**src/rtl/load_store_unit.sv**
```systemverilog
// load_store_unit: data-memory access stage for the RV32I core.
// Takes the ALU result as the effective address and rs2 as store data, runs one
// request/ready bus transaction per load/store, stalls the core while it is in
// flight, and returns the extended load value to the write-back mux.
module load_store_unit (
  input  logic        clk,
  input  logic        rst,
  input  logic        i_mem_read,
  input  logic        i_mem_write,
  input  logic [2:0]  i_funct3,
  input  logic [31:0] i_addr,
  input  logic [31:0] i_wdata,
  output logic [31:0] o_data_mem,
  output logic        o_stall,
  output logic        o_fault,
  output logic        o_bus_req,
  output logic        o_bus_we,
  output logic [31:0] o_bus_addr,
  output logic [31:0] o_bus_wdata,
  output logic [3:0]  o_bus_be,
  input  logic        i_bus_ready,
  input  logic [31:0] i_bus_rdata
);

  typedef enum logic [1:0] {
    IDLE = 2'd0,
    REQ  = 2'd1,
    DONE = 2'd2
  } state_t;

  state_t      state, state_next;

  // Transaction registers, loaded once when a legal request is accepted.
  logic [31:0] addr_q;
  logic        we_q;
  logic [2:0]  funct3_q;
  logic [1:0]  off_q;
  logic [31:0] wdata_q;
  logic [3:0]  be_q;
  logic [31:0] data_mem_q;

  logic        req_any;
  logic        legal;
  logic        accept;
  logic [3:0]  be_d;
  logic [31:0] wdata_d;
  logic [7:0]  byte_sel;
  logic [15:0] half_sel;
  logic [31:0] load_ext;

  assign req_any = i_mem_read | i_mem_write;
  assign accept  = (state == IDLE) && req_any && legal;

  // Alignment and funct3 legality; a store takes priority when both requests are up.
  // NOTE: every always_comb output gets a default first so no path leaves it
  // unassigned, which would otherwise infer a latch.
  always_comb begin
    legal = 1'b0;
    if (i_mem_write) begin
      case (i_funct3)
        3'd0:    legal = 1'b1;
        3'd1:    legal = ~i_addr[0];
        3'd2:    legal = (i_addr[1:0] == 2'b00);
        default: legal = 1'b0;
      endcase
    end else begin
      case (i_funct3)
        3'd0, 3'd4: legal = 1'b1;
        3'd1, 3'd5: legal = ~i_addr[0];
        3'd2:       legal = (i_addr[1:0] == 2'b00);
        default:    legal = 1'b0;
      endcase
    end
  end

  // Store lane steering: byte enables and replicated write data. Loads carry no lanes.
  always_comb begin
    be_d    = 4'b0000;
    wdata_d = 32'h0;
    if (i_mem_write) begin
      case (i_funct3[1:0])
        2'd0: begin
          be_d    = 4'b0001 << i_addr[1:0];
          wdata_d = {4{i_wdata[7:0]}};
        end
        2'd1: begin
          be_d    = i_addr[1] ? 4'b1100 : 4'b0011;
          wdata_d = {2{i_wdata[15:0]}};
        end
        default: begin
          be_d    = 4'b1111;
          wdata_d = i_wdata;
        end
      endcase
    end
  end

  // Load extraction from the returned bus word using the captured offset and size.
  always_comb begin
    byte_sel = i_bus_rdata[{off_q, 3'b000} +: 8];
    half_sel = off_q[1] ? i_bus_rdata[31:16] : i_bus_rdata[15:0];
    case (funct3_q)
      3'd0:    load_ext = {{24{byte_sel[7]}}, byte_sel};
      3'd1:    load_ext = {{16{half_sel[15]}}, half_sel};
      3'd4:    load_ext = {24'h0, byte_sel};
      3'd5:    load_ext = {16'h0, half_sel};
      default: load_ext = i_bus_rdata;
    endcase
  end

  // State register.
  // NOTE: sequential state uses non-blocking assignments so every flop samples
  // pre-edge values, independent of block ordering.
  always_ff @(posedge clk or posedge rst) begin
    if (rst) state <= IDLE;
    else     state <= state_next;
  end

  // Next-state logic: accept in IDLE, wait for ready in REQ, one retire cycle in DONE.
  always_comb begin
    state_next = state;
    case (state)
      IDLE:    if (accept) state_next = REQ;
      REQ:     if (i_bus_ready) state_next = DONE;
      DONE:    state_next = IDLE;
      default: state_next = IDLE;
    endcase
  end

  // Capture the request at acceptance so bus outputs stay stable through wait states.
  always_ff @(posedge clk or posedge rst) begin
    if (rst) begin
      addr_q   <= 32'h0;
      we_q     <= 1'b0;
      funct3_q <= 3'd0;
      off_q    <= 2'b00;
      wdata_q  <= 32'h0;
      be_q     <= 4'b0000;
    end else if (accept) begin
      addr_q   <= {i_addr[31:2], 2'b00};
      we_q     <= i_mem_write;
      funct3_q <= i_funct3;
      off_q    <= i_addr[1:0];
      wdata_q  <= wdata_d;
      be_q     <= be_d;
    end
  end

  // Load result register: updated only when a read completes in REQ.
  always_ff @(posedge clk or posedge rst) begin
    if (rst)                                      data_mem_q <= 32'h0;
    else if (state == REQ && i_bus_ready && !we_q) data_mem_q <= load_ext;
  end

  // Bus outputs are forced low outside REQ, so reset drops the request at once.
  assign o_bus_req   = (state == REQ);
  assign o_bus_we    = o_bus_req & we_q;
  assign o_bus_addr  = o_bus_req ? addr_q  : 32'h0;
  assign o_bus_wdata = o_bus_req ? wdata_q : 32'h0;
  assign o_bus_be    = o_bus_req ? be_q    : 4'b0000;

  assign o_stall    = (state == REQ) || accept;
  assign o_fault    = (state == IDLE) && req_any && !legal;
  assign o_data_mem = data_mem_q;

endmodule
```
**config.mk**
```make
export PLATFORM = sky130hd
export DESIGN_NAME = load_store_unit
export DESIGN_NICKNAME = d
export VERILOG_FILES = /design/src/rtl/load_store_unit.sv
export SDC_FILE = /design/constraint.sdc
export NUM_CORES = 1
export LEC_CHECK = 0
export CORE_ASPECT_RATIO = 2
export CORE_MARGIN = 3
export CORE_UTILIZATION = 45
export CTS_BUF_LIST = sky130_fd_sc_hd__clkbuf_16
export CTS_CLUSTER_SIZE = 10
export DETAILED_ROUTE_END_ITERATION = 12
export PLACE_DENSITY = 0.93
export RECOVER_POWER = 100
export SYNTH_ARGS = -nofsm -noshare
export SYNTH_HDL_FRONTEND = slang
export SYNTH_SLANG_ARGS = --single-unit
```
**constraint.sdc**
```tcl
create_clock -name clk -period 4.4 [get_ports clk]
set_input_delay 0.66 -clock clk [delete_from_list [all_inputs] [get_ports clk]]
set_output_delay 0.66 -clock clk [all_outputs]
set_load 0.03 [all_outputs]
```
Word level (Yosys, flattened, before mapping)
Cells that the tools add are included.
{"block": "totals", "ff_bits": 106, "inputBits": 104, "output_inout_bits": 104, "wordCells": 56}
{"block": "op_classes", "n_eq_ne": 11, "shifts": 2, "muxes": 16, "n_bitwise": 3, "n_reduce_logical": 16}
{"cell": "$pmux W32 S4", "count": 1}
{"cell": "$mux W32", "count": 3}
{"cell": "$pmux W32 S2", "count": 1}
{"cell": "$shiftx A32 B6 Y8", "count": 1}
{"cell": "$mux W16", "count": 1}
{"cell": "$eq A3 B3 Y1 const B", "count": 4}
{"cell": "$mux W4", "count": 3}
{"cell": "$pmux W4 S2", "count": 1}
{"cell": "$eq A3 B1 Y1 const B", "count": 2}
{"cell": "$logic_not A2 Y1", "count": 3}
{"cell": "$logic_not A3 Y1", "count": 2}
{"cell": "$pmux W1 S3", "count": 2}
{"cell": "$logic_and A1 B1 Y1", "count": 5}
{"cell": "$eq A2 B1 Y1 const B", "count": 2}
{"cell": "$mux W2", "count": 2}
{"cell": "$pmux W2 S2", "count": 1}
{"cell": "$reduce_or A2 Y1", "count": 2}
{"cell": "$shl A1 B2 Y4 const A", "count": 1}
{"cell": "$eq A3 B2 Y1 const B", "count": 1}
{"cell": "$logic_not A1 Y1", "count": 2}
{"cell": "$ne A2 B1 Y1 const B", "count": 1}
{"cell": "$ne A2 B2 Y1 const B", "count": 1}
{"cell": "$reduce_and A2 Y1", "count": 1}
{"cell": "$and A1 B1 Y1", "count": 1}
{"cell": "4 further kinds", "count": 4}

Logic depth before layout (Yosys ltp)
Gate-level depths: netlist of run 1.
{"block": "depth", "ltp_word": 7, "mapped_depth": 7, "ltp_nobuf": 5}

Worst setup path before layout of run 1
OpenSTA, ideal clock, no wires.
{"block": "synth_path", "path_kind": "input -> output", "from": "in i_funct3[0]", "to": "out o_stall", "arrival_ns": 1.805, "required_time_ns": 3.740, "setup_slack_ns": 1.935, "cell_stages": 6, "n_path_buf": 3, "path_cell_list": "buf_2 > a221oi_2 > o221ai_2 > buf_6 > buf_2 > nand2_1"}
{"block": "synth_between", "elab_chain_len": 6, "elab_cells_between_ends": 12, "classes_between": "4 x eq/ne; 3 x mux; 5 x reduce/logical"}
{"element": "start, declared", "line": "10", "text": "input logic [2:0] i_funct3,"}
{"element": "$eq A3 B1 Y1 (tied with other cells)", "line": "60, 67"}
{"element": "$reduce_or A2 Y1", "line": "67", "text": "case (i_funct3)"}
{"element": "$pmux W1 S3", "line": "67"}
{"element": "$mux W1 (*)", "line": "59", "text": "if (i_mem_write) begin"}
{"element": "$logic_and A1 B1 Y1 (*)", "line": "52", "text": "assign accept = (state == IDLE) && req_any && legal;"}
{"element": "$logic_or A1 B1 Y1 (*)", "line": "162", "text": "assign o_stall = (state == REQ) || accept;"}
{"element": "end, declared", "line": "14", "text": "output logic o_stall,"}
Mark *: on every way between the ends. The rest lies on a longest branch, timed or not.

Worst setup path after layout of run 1
{"block": "layout_path", "from": "reg state[1]", "to": "out o_bus_addr[23]"}
{"block": "layout_between", "elab_chain_len": 2}
{"element": "start, declared", "line": "31", "text": "state_t state, state_next;"}
{"element": "start signal, assigned", "line": "116", "text": "else state <= state_next;"}
{"element": "$eq A2 B1 Y1", "line": "156", "text": "assign o_bus_req = (state == REQ);"}
{"element": "$mux W32", "line": "158", "text": "assign o_bus_addr = o_bus_req ? addr_q : 32'h0;"}
{"element": "end, declared", "line": "18", "text": "output logic [31:0] o_bus_addr,"}
No other way between the ends.

==> key figures, run 1 <==
Routing
  • WL/cell: 19.4 um
  • DRC: 0
  • DR vias/cell: ~5.4
  • Via count: 4892
  • Final wirelength: between 15 and 20 mm
  • DRT antenna net count: 0
  • DRT iter0 DRCs: around 230
  • First-pass DRT Iterations: 4

Clock tree
  • Clock slew at reported path FFs: ~0.07 ns
  • Num Clock Sinks: about 110
  • Clk root buf: clkbuf_16
  • CTS Hold Buffers Added: 0
  • Clock buffer depth: 2
  • Latest clock arrival within the worst-skew pair: ~0.34 ns
  • Setup bufs post-CTS: 0
  • Cts bufs inserted: 9
  • Post_cts resized: 0
  • H-tree levels: 3
  • TritonCTS clock tree: yes

Synthesis
  • Yosys warning total: 0
  • Post-Synthesis Cells: about 560
  • Post-Syn Area per Cell: a little under 10 um2
  • Seq/Total Area, Yosys: 0.478
  • Leading area contributor after synthesis: dfrtp_1
  • Seq cells post-synth: around 110
  • Area share of the largest cell type after synthesis: 0.478
  • Synthesized area: roughly 0.0055 mm2
  • Top_reg_cell synth: dfrtp_1
  • Synth area leaders: dfrtp_1, mux2_4, nand2_1, and2_1, o21ai_0
  • Netlist cell types: 37
  • Post-synth EDFFs: 0
  • Asr flop ratio synth: 1.00

Run status
  • Outcome: completed

Power
  • P per Cell Area: 524 mW/mm2
  • Worst VDD drop: roughly 0.34 mV
  • Leak: ~0.0035 uW
  • Final Power: between 4000 and 5000 uW

Timing
  • F_max: roughly 0.27 GHz
  • Clock Skew: between 0.01 and 0.015 ns
  • Worst-margin pin slew: approximately 1.1 ns
  • Setup TNS: 0 ns
  • Slew Viols, Final: 0
  • RSZ-0062 raised after global routing: no
  • Setup-failing EPs final: 0
  • Worst rel slew slack: 0.234
  • Period utilization: 0.851
  • Final hold vios: 0
  • Tmin final: 3.75 ns

Global routing
  • Initial antenna violation count: 0
  • Total track usage: 0.250
  • Largest net degree at the start of global routing: 80
  • Vias in the first global route: 5168
  • First-pass GRT wire length: between 20 and 30 mm
  • Global route overflow: 0

Cells and area
  • Final Util: 0.656
  • ANT cells: 0
  • Fin nets: 855
  • FF/Latch Area: approximately 0.0027 mm2
  • Most common cell after layout, fill and taps aside: nand2_1
  • Layout cells sized above 1: 0.0675
  • Most frequent cells in the layout: nand2_1, dfrtp_1, clkdlybuf4s50_1
  • Fillers: about 990
  • Syn-to-layout area delta: 40.7%
  • Multi-input logic area: 0.00254 mm2
  • Final Cell Area: between 0.007 and 0.008 mm2

Placement
  • Port bufs: 205
  • DP Area: between 0.007 and 0.008 mm2
  • Detail Placement HPWL: between 10 and 15 mm
  • Routability-driven placement congestion ratio: between 0.9 and 1

Flow run
  • Max Cap Viol: 0

Critical path
  • Critical Path RT: ~3.7 ns
  • R2R setup slack: ~1.1 ns
  • R2R Path Start: state[1]$_DFFE_PP0P_
  • Crit Path Category: register to output port
  • Worst reg2reg path endpoint: o_data_mem[12]$_DFFE_PP0P_
  • R2R depth: 5
  • Startpoint Class: register
  • Worst Setup EP: o_bus_addr[23]
  • Max Fanout on Critical Path: 29
  • Worst Setup End Kind: output port
  • Worst Path Arrival: between 3 and 4 ns
  • Crit path from: state[1]$_DFFE_PP0P_

Floorplan
  • FP Rows: 56
  • Core area: about 0.012 mm2
  • Die W: between 80 and 90 um
  • Initial Util: 0.466
  • Die Y: 163 um
  • Die ar.: about 0.014 mm2
  • Number of top-level pins: approximately 210

Hold path
  • Hold Path Class: register to register
-- synth_stat cells, types with 7 or more instances --
library cell / instances
a22oi_1: 7
nor2_1: 22
mux2_2: 23
o22ai_1: 7
a211oi_1: 7
clkbuf_1: 27
dfrtp_1: 106
o31ai_1: 7
a21oi_1: 18
nand2_1: 120
inv_1: 7
and2_1: 68
mux2i_1: 11
o21ai_0: 62
mux2_4: 31
-- cell families (layout without fill, tap and decap cells) --
family / after synthesis / after routing / synth area share
AOI/OAI and AO/OA: 119 / 119 / 0.131
buffers and inverters: 47 / 238 / 0.0417
muxes: 66 / 66 / 0.154
DFF: 106 / 106 / 0.478
other: 1 / 2 / 0.000676
and+or+nand+nor: 225 / 225 / 0.194
-- where the power goes --
group	total (uW)	internal (uW)	switching, uW
Combinational	1730	705	1020
Clock	806	445	361
Sequential	1560	1330	231
-- routing by layer --
metal / track usage / part of all wire
met1: 0.264 / 0.35
met2: 0.470 / 0.54
met3: 0.0323 / 0.052
met4: 0.131 / 0.055
met5: 0 / 0
-- worst max-delay path, cell delays in order (launching register included) --
cell	delay, ns
dfrtp_1	0.38
nand2b_1	0.18
inv_1	0.43
clkbuf_1	0.73
and2_1	0.23
dlygate4sd3_1	0.79
-- registers in the layout, indices dropped and copies added, names as in the netlist --
| name | count |
|---|---|
| o_data_mem | 32 |
| funct3_q | 3 |
| off_q | 2 |
| addr_q | 30 |
| wdata_q | 32 |
| state | 2 |
| we_q | 1 |
| be_q | 4 |
-- how the worst min path moves through the flow --
stage,startpoint,endpoint,slack [ns],cells past startpoint
floorplan,be_q[0]$_DFFE_PP0P_,be_q[0]$_DFFE_PP0P_,0.44,2
global placement,wdata_q[4]$_DFFE_PP0P_,wdata_q[4]$_DFFE_PP0P_,0.45,2
detailed placement,wdata_q[1]$_DFFE_PP0P_,wdata_q[1]$_DFFE_PP0P_,0.46,2
CTS,wdata_q[1]$_DFFE_PP0P_,wdata_q[1]$_DFFE_PP0P_,0.48,2
global route,wdata_q[31]$_DFFE_PP0P_,wdata_q[31]$_DFFE_PP0P_,0.51,2
finish,wdata_q[1]$_DFFE_PP0P_,wdata_q[1]$_DFFE_PP0P_,0.47,2
-- cell type report --
type,instances,share of cell area
Timing Repair Buffer,215,0.270
Clock buffer,9,0.0288
Sequential cell,106,0.340
Inverter,7,0.00369
Clock inverter,7,0.00993
Tap cell,145,0.0232
Multi-Input combinational cell,412,0.325
-- through the flow --
stage / setup WS (ns) / hold WS, ns / cells
6_report: 0.653 / 0.474 / 901
5_1_grt: 0.447 / 0.508 / 901
4_1_cts: 0.998 / 0.479 / 901
3_5_place_dp: 0.978 / 0.463 / 885
3_3_place_gp: 1.00 / 0.454 / 885
2_1_floorplan: 0.951 / 0.442 / 565
(Power assumes the default switching activity.)
==> run 2, diff against run 1 <==
- clock period: 4.4 -> 3.65 ns (I/O delays scaled with it)
==> run 2 against run 1 <==
Sequential share of layout area is 0.33 points lower. Design area is 0.98% higher. Sequential cell count stayed put. The flow now finishes with violations (max-capacitance violations, max-slew violations). Combinational power is 27% higher. Via count is 0.55% higher. Clock-buffer cell count stayed put. Critical path depth stayed put. Clock power is 12% higher.
==> key figures, run 2 (same netlist as run 1, synthesis figures left out) <==
Floorplan
  • Initial Util: 0.466 (unchanged)
  • Number of top-level pins: 208 (unchanged)
  • Core area: 0.0119 mm2 (unchanged)
  • Die Y: 163 um (unchanged)
  • Die ar.: 0.0138 mm2 (unchanged)
  • FP Rows: 56 (unchanged)
  • Die W: 84.5 um (unchanged)

Clock tree
  • TritonCTS clock tree: yes (unchanged)
  • Clock buffer depth: 2 (unchanged)
  • Num Clock Sinks: 106 (unchanged)
  • Setup bufs post-CTS: 0 (unchanged)
  • CTS Hold Buffers Added: 0 (unchanged)
  • Latest clock arrival within the worst-skew pair: 0.34 ns (about the same)
  • Post_cts resized: 0 (unchanged)
  • Cts bufs inserted: 9 (unchanged)
  • Clock slew at reported path FFs: 0.07 ns (about the same)
  • Clk root buf: clkbuf_16 (unchanged)
  • H-tree levels: 3 (unchanged)

Critical path
  • Critical Path RT: 3.10 ns (was 3.74 ns)
  • CP max-delay cell: dlygate4sd3_1 (unchanged)
  • Startpoint Class: input pin (was register)
  • CP top delay family: buffers and inverters (unchanged)
  • Worst path max stage delay: 0.65 ns (was 0.79 ns)
  • Max Fanout on Critical Path: 11 (was 29)
  • R2R Path Start: state[1]$_DFFE_PP0P_ (unchanged)
  • Worst Path Arrival: 2.71 ns (was 3.09 ns)
  • R2R setup slack: 0.78 ns (was 1.12 ns)
  • Worst Setup End Kind: output port (unchanged)
  • Crit path from: i_addr[0] (was state[1]$_DFFE_PP0P_)
  • Crit Path Category: input pin to output port (was register to output port)
  • Crit-path cells: dlygate4sd3_1, a221oi_1, o221ai_1, nand2_1, clkbuf_1 (was nand2b_1, inv_1, clkbuf_1, and2_1, dlygate4sd3_1)
  • Worst Path Buf+Inv: 2 (was 3)

Placement
  • Routability-driven placement congestion ratio: 0.916 (was 0.917)
  • Placed insts: 889 (was 885)
  • Detail Placement HPWL: 13.7 mm (was 13.4 mm)
  • Port bufs: 205 (unchanged)
  • DP Area: 0.00769 mm2 (was 0.00767 mm2)

Flow run
  • Max Cap Viol: 1 (was 0)

Timing
  • RSZ-0062 raised after global routing: no (unchanged)
  • Worst rel slew slack: -0.390 (was 0.234)
  • Setup TNS: 0 ns (unchanged)
  • Tmin final: 3.26 ns
  • Worst-margin pin slew: 2.07 ns (was 1.15 ns)
  • Period utilization: 0.893
  • Setup-failing EPs final: 0 (unchanged)
  • F_max: 0.307 GHz
  • Slew Viols, Final: 49 (was 0)
  • Final hold vios: 0 (unchanged)
  • Clock Skew: 0.00905 ns (was 0.0103 ns)

Global routing
  • Vias in the first global route: 5188 (was 5168)
  • Global route overflow: 0 (unchanged)
  • Total track usage: 0.253 (was 0.250)
  • First-pass GRT wire length: 27.4 mm (was 26.8 mm)
  • Largest net degree at the start of global routing: 67 (was 80)
  • Initial antenna violation count: 0 (unchanged)

Power
  • Leak: 0.00361 uW (was 0.00348 uW)
  • P per Cell Area: 629 mW/mm2 (was 524 mW/mm2)
  • Worst VDD drop: 0.444 mV (was 0.337 mV)

Cells and area
  • Layout cells sized above 1: 0.109 (was 0.0675)
  • Multi-input logic area: 0.00261 mm2 (was 0.00254 mm2)
  • Most frequent cells in the layout: nand2_1, dfrtp_1, dlygate4sd3_1 (was nand2_1, dfrtp_1, clkdlybuf4s50_1)
  • Fin nets: 859 (was 855)
  • ANT cells: 0 (unchanged)
  • Fin cells: 905 (was 901)
  • Syn-to-layout area delta: 42.1% (was 40.7%)
  • FF/Latch Area: 0.00265 mm2 (unchanged)
  • Fillers: 933 (was 985)
  • Final Cell Area: 0.00789 mm2 (was 0.00781 mm2)
  • Most common cell after layout, fill and taps aside: nand2_1 (unchanged)

Routing
  • Final wirelength: 17.5 mm (about the same)
  • DRT iter0 DRCs: 217 (was 234)
  • Via count: 4919 (was 4892)
  • DRC: 0 (unchanged)
  • WL/cell: 19.3 um (was 19.4 um)
  • First-pass DRT Iterations: 5 (was 4)
  • DR vias/cell: 5.44 (was 5.43)
  • DRT antenna net count: 0 (unchanged)

Hold path
  • Hold wc startpoint: wdata_q[31]$_DFFE_PP0P_ (was wdata_q[1]$_DFFE_PP0P_)
  • Hold Path Class: register to register (unchanged)

Run status
  • Outcome: finished with violations (was completed)
  • Violated checks: max-capacitance violations, max-slew violations
-- run 2: path summary, 6_finish.rpt --
kind	depth (start not counted)	endpoint
max in group asynchronous	3	o_data_mem[23]$_DFFE_PP0P_
min	2	wdata_q[31]$_DFFE_PP0P_
max	5	o_stall
min reg2reg	2	wdata_q[31]$_DFFE_PP0P_
min in group asynchronous	2	addr_q[18]$_DFFE_PP0P_
max reg2reg	6	o_data_mem[9]$_DFFE_PP0P_
-- run 2: final cells by class --
type / instances / area share
clock buffers: 9 / 0.0286
repair buffers: 219 / 0.270
clock inverters: 7 / 0.00698
inverters: 7 / 0.00349
multi-input cells: 412 / 0.331
flip-flops and latches: 106 / 0.336
well taps: 145 / 0.0230
-- run 2: through the flow --
step                 util  worst slack (ns)  power [uW]  hold slack (ns)
detailed placement  0.646             0.744        4250            0.463
global placement    0.646             0.825        4160            0.456
CTS                 0.670             0.550        5170            0.480
global route        0.662             0.228        5230            0.498
floorplan               -             0.314        3250            0.442
finish              0.662             0.391        4960            0.473
-- run 2: report_power, final --
group	leakage, uW	switching (uW)	internal (uW)	total (uW)
clock	0.000126	436	467	903
sequential	0.00131	270	1600	1870
combinational	0.00217	1250	938	2190
total	0.00361	1960	3000	4960
-- run 2: worst register-to-register path, cell delays in order (launching register included) --
cell and delay (ns):
dfrtp_1 0.39, nand2b_1 0.17, inv_1 0.14, buf_4 0.46, nand3b_1 0.43, a211oi_1 0.92
a22oi_1 0.19
-- run 2: layer usage --
layer	GRT usage	share of wire	vias up
li1	-	-	2293
met1	0.266	0.34	2342
met2	0.477	0.56	224
met3	0.0358	0.050	60
met4	0.133	0.054	0
met5	0	0	-
==> run 3, diff against run 2 <==
- CAP_MARGIN: unset -> 10
- HOLD_SLACK_MARGIN: unset -> 0.05
==> results of run 3 <==
The final DEF is identical to that of run 2; final timing and power are the same.
